### src/rtl/uart_pkg.sv
// Shared definitions for the UART receive path: parity encodings, receiver
// FSM states and default framing parameters.
package uart_pkg;

   localparam int unsigned OVERSAMPLE_DEF = 16;
   localparam int unsigned DATA_WIDTH_DEF = 8;

   typedef enum logic [1:0] {
      PAR_NONE0 = 2'b00,
      PAR_ODD   = 2'b01,
      PAR_EVEN  = 2'b10,
      PAR_NONE3 = 2'b11
   } parity_e;

   typedef enum logic [2:0] {
      ST_IDLE   = 3'd0,
      ST_START  = 3'd1,
      ST_DATA   = 3'd2,
      ST_PARITY = 3'd3,
      ST_STOP   = 3'd4
   } rx_state_e;

   // True when the frame carries a parity bit.
   function automatic logic parity_en(input parity_e p);
      return (p == PAR_ODD) || (p == PAR_EVEN);
   endfunction

endpackage

### src/rtl/uart_rx_sync.sv
// Two-flop synchroniser for the asynchronous serial line.
// Ports: clk, reset (sync, active-high), din (async line), dout (synchronised line).
// Both flops reset to 1 so the line reads idle coming out of reset.
module uart_rx_sync (
   input  logic clk,
   input  logic reset,
   input  logic din,
   output logic dout
);

   logic meta;

   always_ff @(posedge clk) begin
      if (reset) begin
         meta <= 1'b1;
         dout <= 1'b1;
      end else begin
         meta <= din;
         dout <= meta;
      end
   end

endmodule

### src/rtl/uart_rx_sipo.sv
// UART receive deframer: oversampled start-bit detection, LSB-first data shift,
// optional parity check and stop-bit check, parallel byte out with a 1-cycle strobe.
// Ports: baud_clk (oversampled clock), reset (sync, active-high), data_rx (serial line),
//        parity_type (00/11 none, 01 odd, 10 even), data_parll (last byte),
//        data_valid (1-cycle strobe), active_flag / done_flag (frame in progress / idle),
//        parity_error / stop_error (flags of the last delivered frame).
module uart_rx_sipo
   import uart_pkg::*;
#(
   parameter int unsigned OVERSAMPLE = OVERSAMPLE_DEF,
   parameter int unsigned DATA_WIDTH = DATA_WIDTH_DEF
) (
   input  logic                  baud_clk,
   input  logic                  reset,
   input  logic                  data_rx,
   input  logic [1:0]            parity_type,
   output logic [DATA_WIDTH-1:0] data_parll,
   output logic                  data_valid,
   output logic                  active_flag,
   output logic                  done_flag,
   output logic                  parity_error,
   output logic                  stop_error
);

   localparam int unsigned TICK_W = $clog2(OVERSAMPLE);
   localparam int unsigned BIT_W  = $clog2(DATA_WIDTH + 1);

   logic                  line;
   rx_state_e             state, state_nxt;
   logic [TICK_W-1:0]     tick_cnt, tick_nxt;
   logic [BIT_W-1:0]      bit_cnt, bit_nxt;
   logic [DATA_WIDTH-1:0] shift_reg, shift_nxt;
   logic                  par_acc, par_acc_nxt;
   logic                  par_err, par_err_nxt;
   parity_e               ptype, ptype_nxt;
   logic [DATA_WIDTH-1:0] data_nxt;
   logic                  valid_nxt, active_nxt, done_nxt, perr_nxt, serr_nxt;
   logic                  mid_tick_c, full_tick_c;

   uart_rx_sync u_sync (
      .clk   (baud_clk),
      .reset (reset),
      .din   (data_rx),
      .dout  (line)
   );

   // Start bit is confirmed at its mid-point; later bits are sampled one bit period apart.
   assign mid_tick_c  = (tick_cnt == TICK_W'(OVERSAMPLE / 2 - 1));
   assign full_tick_c = (tick_cnt == TICK_W'(OVERSAMPLE - 1));

   // State and all datapath/output registers.
   always_ff @(posedge baud_clk) begin
      if (reset) begin
         state        <= ST_IDLE;
         tick_cnt     <= '0;
         bit_cnt      <= '0;
         shift_reg    <= '0;
         par_acc      <= 1'b0;
         par_err      <= 1'b0;
         ptype        <= PAR_NONE0;
         data_parll   <= '0;
         data_valid   <= 1'b0;
         active_flag  <= 1'b0;
         done_flag    <= 1'b1;
         parity_error <= 1'b0;
         stop_error   <= 1'b0;
      end else begin
         state        <= state_nxt;
         tick_cnt     <= tick_nxt;
         bit_cnt      <= bit_nxt;
         shift_reg    <= shift_nxt;
         par_acc      <= par_acc_nxt;
         par_err      <= par_err_nxt;
         ptype        <= ptype_nxt;
         data_parll   <= data_nxt;
         data_valid   <= valid_nxt;
         active_flag  <= active_nxt;
         done_flag    <= done_nxt;
         parity_error <= perr_nxt;
         stop_error   <= serr_nxt;
      end
   end

   // Next-state and next-output logic.
   always_comb begin
      state_nxt   = state;
      tick_nxt    = tick_cnt;
      bit_nxt     = bit_cnt;
      shift_nxt   = shift_reg;
      par_acc_nxt = par_acc;
      par_err_nxt = par_err;
      ptype_nxt   = ptype;
      data_nxt    = data_parll;
      valid_nxt   = 1'b0;
      active_nxt  = active_flag;
      done_nxt    = done_flag;
      perr_nxt    = parity_error;
      serr_nxt    = stop_error;

      unique case (state)
         ST_IDLE: begin
            if (!line) begin
               state_nxt = ST_START;
               tick_nxt  = '0;
            end
         end
         ST_START: begin
            if (mid_tick_c) begin
               tick_nxt = '0;
               if (!line) begin
                  state_nxt   = ST_DATA;
                  active_nxt  = 1'b1;
                  done_nxt    = 1'b0;
                  ptype_nxt   = parity_e'(parity_type);
                  bit_nxt     = '0;
                  par_acc_nxt = 1'b0;
                  par_err_nxt = 1'b0;
               end else begin
                  state_nxt = ST_IDLE;
               end
            end else begin
               tick_nxt = tick_cnt + TICK_W'(1);
            end
         end
         ST_DATA: begin
            if (full_tick_c) begin
               tick_nxt    = '0;
               shift_nxt   = (shift_reg >> 1) | (DATA_WIDTH'(line) << (DATA_WIDTH - 1));
               par_acc_nxt = par_acc ^ line;
               if (bit_cnt == BIT_W'(DATA_WIDTH - 1)) begin
                  bit_nxt   = '0;
                  state_nxt = parity_en(ptype) ? ST_PARITY : ST_STOP;
               end else begin
                  bit_nxt = bit_cnt + BIT_W'(1);
               end
            end else begin
               tick_nxt = tick_cnt + TICK_W'(1);
            end
         end
         ST_PARITY: begin
            if (full_tick_c) begin
               tick_nxt    = '0;
               // Odd parity expects an overall XOR of 1, even parity expects 0.
               par_err_nxt = (ptype == PAR_ODD) ? ~(par_acc ^ line) : (par_acc ^ line);
               state_nxt   = ST_STOP;
            end else begin
               tick_nxt = tick_cnt + TICK_W'(1);
            end
         end
         ST_STOP: begin
            if (full_tick_c) begin
               // Leave at stop mid-bit so a start bit with no idle gap is still caught.
               tick_nxt   = '0;
               data_nxt   = shift_reg;
               perr_nxt   = par_err;
               serr_nxt   = ~line;
               valid_nxt  = 1'b1;
               active_nxt = 1'b0;
               done_nxt   = 1'b1;
               state_nxt  = ST_IDLE;
            end else begin
               tick_nxt = tick_cnt + TICK_W'(1);
            end
         end
         default: state_nxt = ST_IDLE;
      endcase
   end

endmodule

### config.mk
export PLATFORM = sky130hd
export DESIGN_NAME = uart_rx_sipo
export DESIGN_NICKNAME = d
export VERILOG_FILES = /design/src/rtl/uart_pkg.sv /design/src/rtl/uart_rx_sync.sv /design/src/rtl/uart_rx_sipo.sv
export SDC_FILE = /design/constraint.sdc
export NUM_CORES = 1
export LEC_CHECK = 0
export CORE_AREA = 2 2 65 67
export CTS_BUF_LIST = sky130_fd_sc_hd__clkbuf_4 sky130_fd_sc_hd__clkbuf_8 sky130_fd_sc_hd__clkbuf_16
export CTS_CLUSTER_DIAMETER = 50
export DETAILED_ROUTE_END_ITERATION = 6
export DIE_AREA = 0 0 67 69
export GPL_TIMING_DRIVEN = 1
export SLEW_MARGIN = 25
export SYNTH_ARGS = -nofsm -noshare
export SYNTH_HDL_FRONTEND = slang
export SYNTH_SLANG_ARGS = --single-unit
### constraint.sdc
create_clock -name baud_clk -period 4.45 [get_ports baud_clk]
set_input_delay 1.335 -clock baud_clk [delete_from_list [all_inputs] [get_ports baud_clk]]
set_output_delay 1.335 -clock baud_clk [all_outputs]
set_load 0.05 [all_outputs]
==> summary.txt <==
Power
  – Switching Fraction: between 20% and 30%
  – Power density relative to cell area: 404.7 nW/µm²
  – Leakage: 0.6849 nW
  – Worst IR drop on VDD: approximately 330 µV
  – Switch Pwr: roughly 0.19 mW
  – Combinational share of power: between 10% and 20%
  – Proportion of power drawn by the clock network: between 40% and 50%
  – Internal power contribution: approximately 0.62 mW
  – Sequential group share of total power: 46.1%

Setup path
  – Length in cells of the worst reg-to-reg path: 4
  – Crit path max-delay family: buffers and inverters
  – CP required: roughly 3100 ps
  – Crit path buf inv count: 1
  – Setup slack on the worst flop-to-flop path: 2320 ps
  – Crit path capture type: primary output
  – Launch point of the worst path: data_parll[2]
  – R2R Path Start: state[1]
  – Max FO, Critical Path: 2
  – Launching element type of the critical path: register
  – Arrival time of the worst setup path: 1440 ps
  – Classification of the worst setup path: reg -> out
  – Crit-path slowest cell: sky130_fd_sc_hd__clkdlybuf4s50_1
  – Critical path cell sequence: clkdlybuf4s50_1
  – Largest stage delay, worst path: around 810 ps
  – Critical R2R Capture: state[1]

Logic synthesis
  – Sequential share of the synthesized area: between 40% and 50%
  – Synth top cells by count: sky130_fd_sc_hd__dfxtp_1, sky130_fd_sc_hd__nand2_1, sky130_fd_sc_hd__nor2_1, sky130_fd_sc_hd__a21oi_1, sky130_fd_sc_hd__mux2i_1
  – Area share of the largest cell type after synthesis: between 40% and 50%
  – Net count after synthesis: between 150 and 200
  – Async set or reset register ratio after synthesis: 0%
  – Syn Area/Cell: between 8 and 9 µm²
  – Syn. warnings: 0
  – Leading register cell type out of synthesis: sky130_fd_sc_hd__dfxtp_1
  – Post-synth EDFFs: 0
  – Synthesized cell area: approximately 1700 µm²
  – Most frequently used cell type in the post-synthesis netlist: sky130_fd_sc_hd__dfxtp_1
  – Main area contributors after synthesis: sky130_fd_sc_hd__dfxtp_1, sky130_fd_sc_hd__mux2i_1, sky130_fd_sc_hd__nand2_1
  – Synth area leader: sky130_fd_sc_hd__dfxtp_1
  – Cell variety after synth: 43
  – Count of state elements after synthesis: 38
  – Post-synthesis cell count: 189

Flow run
  – Count of max-cap constraint violations: 0

Timing
  – Highest clock frequency the design can meet: ~360 MHz
  – Count of endpoints failing hold in the final timing report: 0
  – Max-slew violations: 0
  – Transition at the pin with the smallest max-transition slack: roughly 750 ps
  – Period utilization: between 60% and 70%
  – Setup repair after global routing missed its margin: false
  – Relative slew slack: 49.93%
  – Worst hold margin: between 400 and 500 ps
  – Final setup violation count: 0
  – Setup TNS after final layout: 0 ps
  – Post-route clock skew: slightly above 5 ps
  – Tmin final: ~2800 ps

Drt
  – Antenna violation net count after detailed routing: 0
  – DR iter-0 viols: 70
  – Post-detailed-route wirelength per cell: approximately 13 µm
  – DR DRC count: 0
  – Number of vias after detailed routing: approximately 1.4k
  – Post-DR vias/cell: 5.364
  – 1st-pass router iterations: 4
  – Total Routed Length: roughly 3.4 mm

Floorplan
  – Core Rows: 23
  – Initial Utilization: between 40 and 50%
  – Die outline area: about 4600 µm²
  – Die span in y: about 69 µm
  – Core area: about 4000 µm²
  – Width of the die: between 60 and 70 µm
  – Ports: 18

Clock tree
  – Number of setup buffers added after CTS: 0
  – Clock network latency to the later pin of the worst-skew pair: roughly 280 ps
  – Clock Path Buffers: 2
  – Count of hold buffers inserted by post-cts repair: 0
  – Clock root buffer: sky130_fd_sc_hd__clkbuf_8
  – Total number of H-tree levels: 2
  – Clock tree from TritonCTS: done
  – Number of buffers created by CTS: 5
  – Worst-path clk slew: 80 ps
  – Clock sink count: 38
  – Post-cts sizing count: 0

Finish
  – Area of combinational cells with multiple inputs: around 860 µm²
  – Sequential Area: 760.7 µm²
  – Layout area overhead: 18.98%
  – ANT cells: 0
  – Fillcell total: 392
  – Net total in the final layout: 210
  – Share of cells above drive strength 1: ~8.4%

Outcome
  – Run status: finished clean

Worst hold path
  – WHS Path Cells: 1
  – End of the worst hold path: u_sync.dout
  – Worst min-delay path startpoint: u_sync.meta
  – Hold Path Class: reg -> reg

Placed design
  – Post-DP HPWL: 2.351 mm
  – Buffers added on ports: 17
  – RD Place Congestion: ~0.74

Global routing
  – Number of antenna violations at the first check in global routing: 0
  – Total routing resource utilization after global routing: between 10% and 20%
  – Global-route wire length before repair: about 5.8 mm
  – Maximum number of pins on one net before global-route repair: 24
  – Number of global-route vias before repair: between 1k and 1.5k
  – Total overflow reported by the global router: 0
cells by family after synthesis:
family,share of synthesized area [%]
and+or+nand+nor,24.52
xor gates and xnor gates,1.034
AOI/OAI and AO/OA,14.55
adders and majority gates,2.216
muxes,8.420
DFF,44.90
buffers and inverters,4.357
how the worst max path moves through the flow:
stage	cells past startpoint	end	slack, ps
detailed placement	5	tick_cnt[2]	1460
floorplan	3	par_err	2380
global route	1	data_parll[2]	1630
global placement	5	tick_cnt[2]	1510
finish	1	data_parll[2]	1680
CTS	1	data_parll[2]	1660
cell usage in the layout, fill, tap and decap left out, drive strengths merged, types with 3 or more instances in the layout:
cell / n
dfxtp: 38
nand2: 25
nor2: 19
clkdlybuf4s50: 17
a21oi: 16
mux2i: 12
nor3: 7
nand3b: 5
clkbuf: 5
nor2b: 5
inv: 4
nand3: 4
o21ai: 4
a211oi: 4
and3: 3
ha: 3
final cells by class:
type | instances | share of cell area (%)
clock buffers | 5 | 3.414
multi-input cells | 135 | 42.77
flip-flops and latches | 38 | 37.74
inverters | 4 | 0.7449
repair buffers | 18 | 8.814
clock inverters | 3 | 3.414
well taps | 50 | 3.104
through the flow:
step / power (mW) / util (%) / worst slack [ps] / instance area [µm²] / cells
2_1_floorplan: 0.4559 / - / 2380 / 1694 / 189
3_3_place_gp: 0.4711 / 47.92 / 1510 / 1876 / 245
3_5_place_dp: 0.4774 / 47.92 / 1464 / 1876 / 245
4_1_cts: 0.8240 / 51.44 / 1660 / 2013 / 253
5_1_grt: 0.8513 / 51.50 / 1634 / 2016 / 253
6_report: 0.8158 / 51.50 / 1676 / 2016 / 253
routing by layer:
metal,up-vias,global-route usage (%),wire [µm]
met5,-,0,0
met4,0,5.896,41
met3,5,4.568,121
met2,34,23.98,1538
met1,628,22.44,1676
li1,690,-,-
power by group through the flow:
stage | sequential (mW) | clock [mW] | combinational, mW
3_5_place_dp | 0.383 | 0 | 0.0946
3_3_place_gp | 0.381 | 0 | 0.0897
2_1_floorplan | 0.368 | 0 | 0.0874
5_1_grt | 0.379 | 0.368 | 0.104
6_report | 0.376 | 0.344 | 0.0953
4_1_cts | 0.375 | 0.354 | 0.0950
Power figures use the tool's default switching activity.
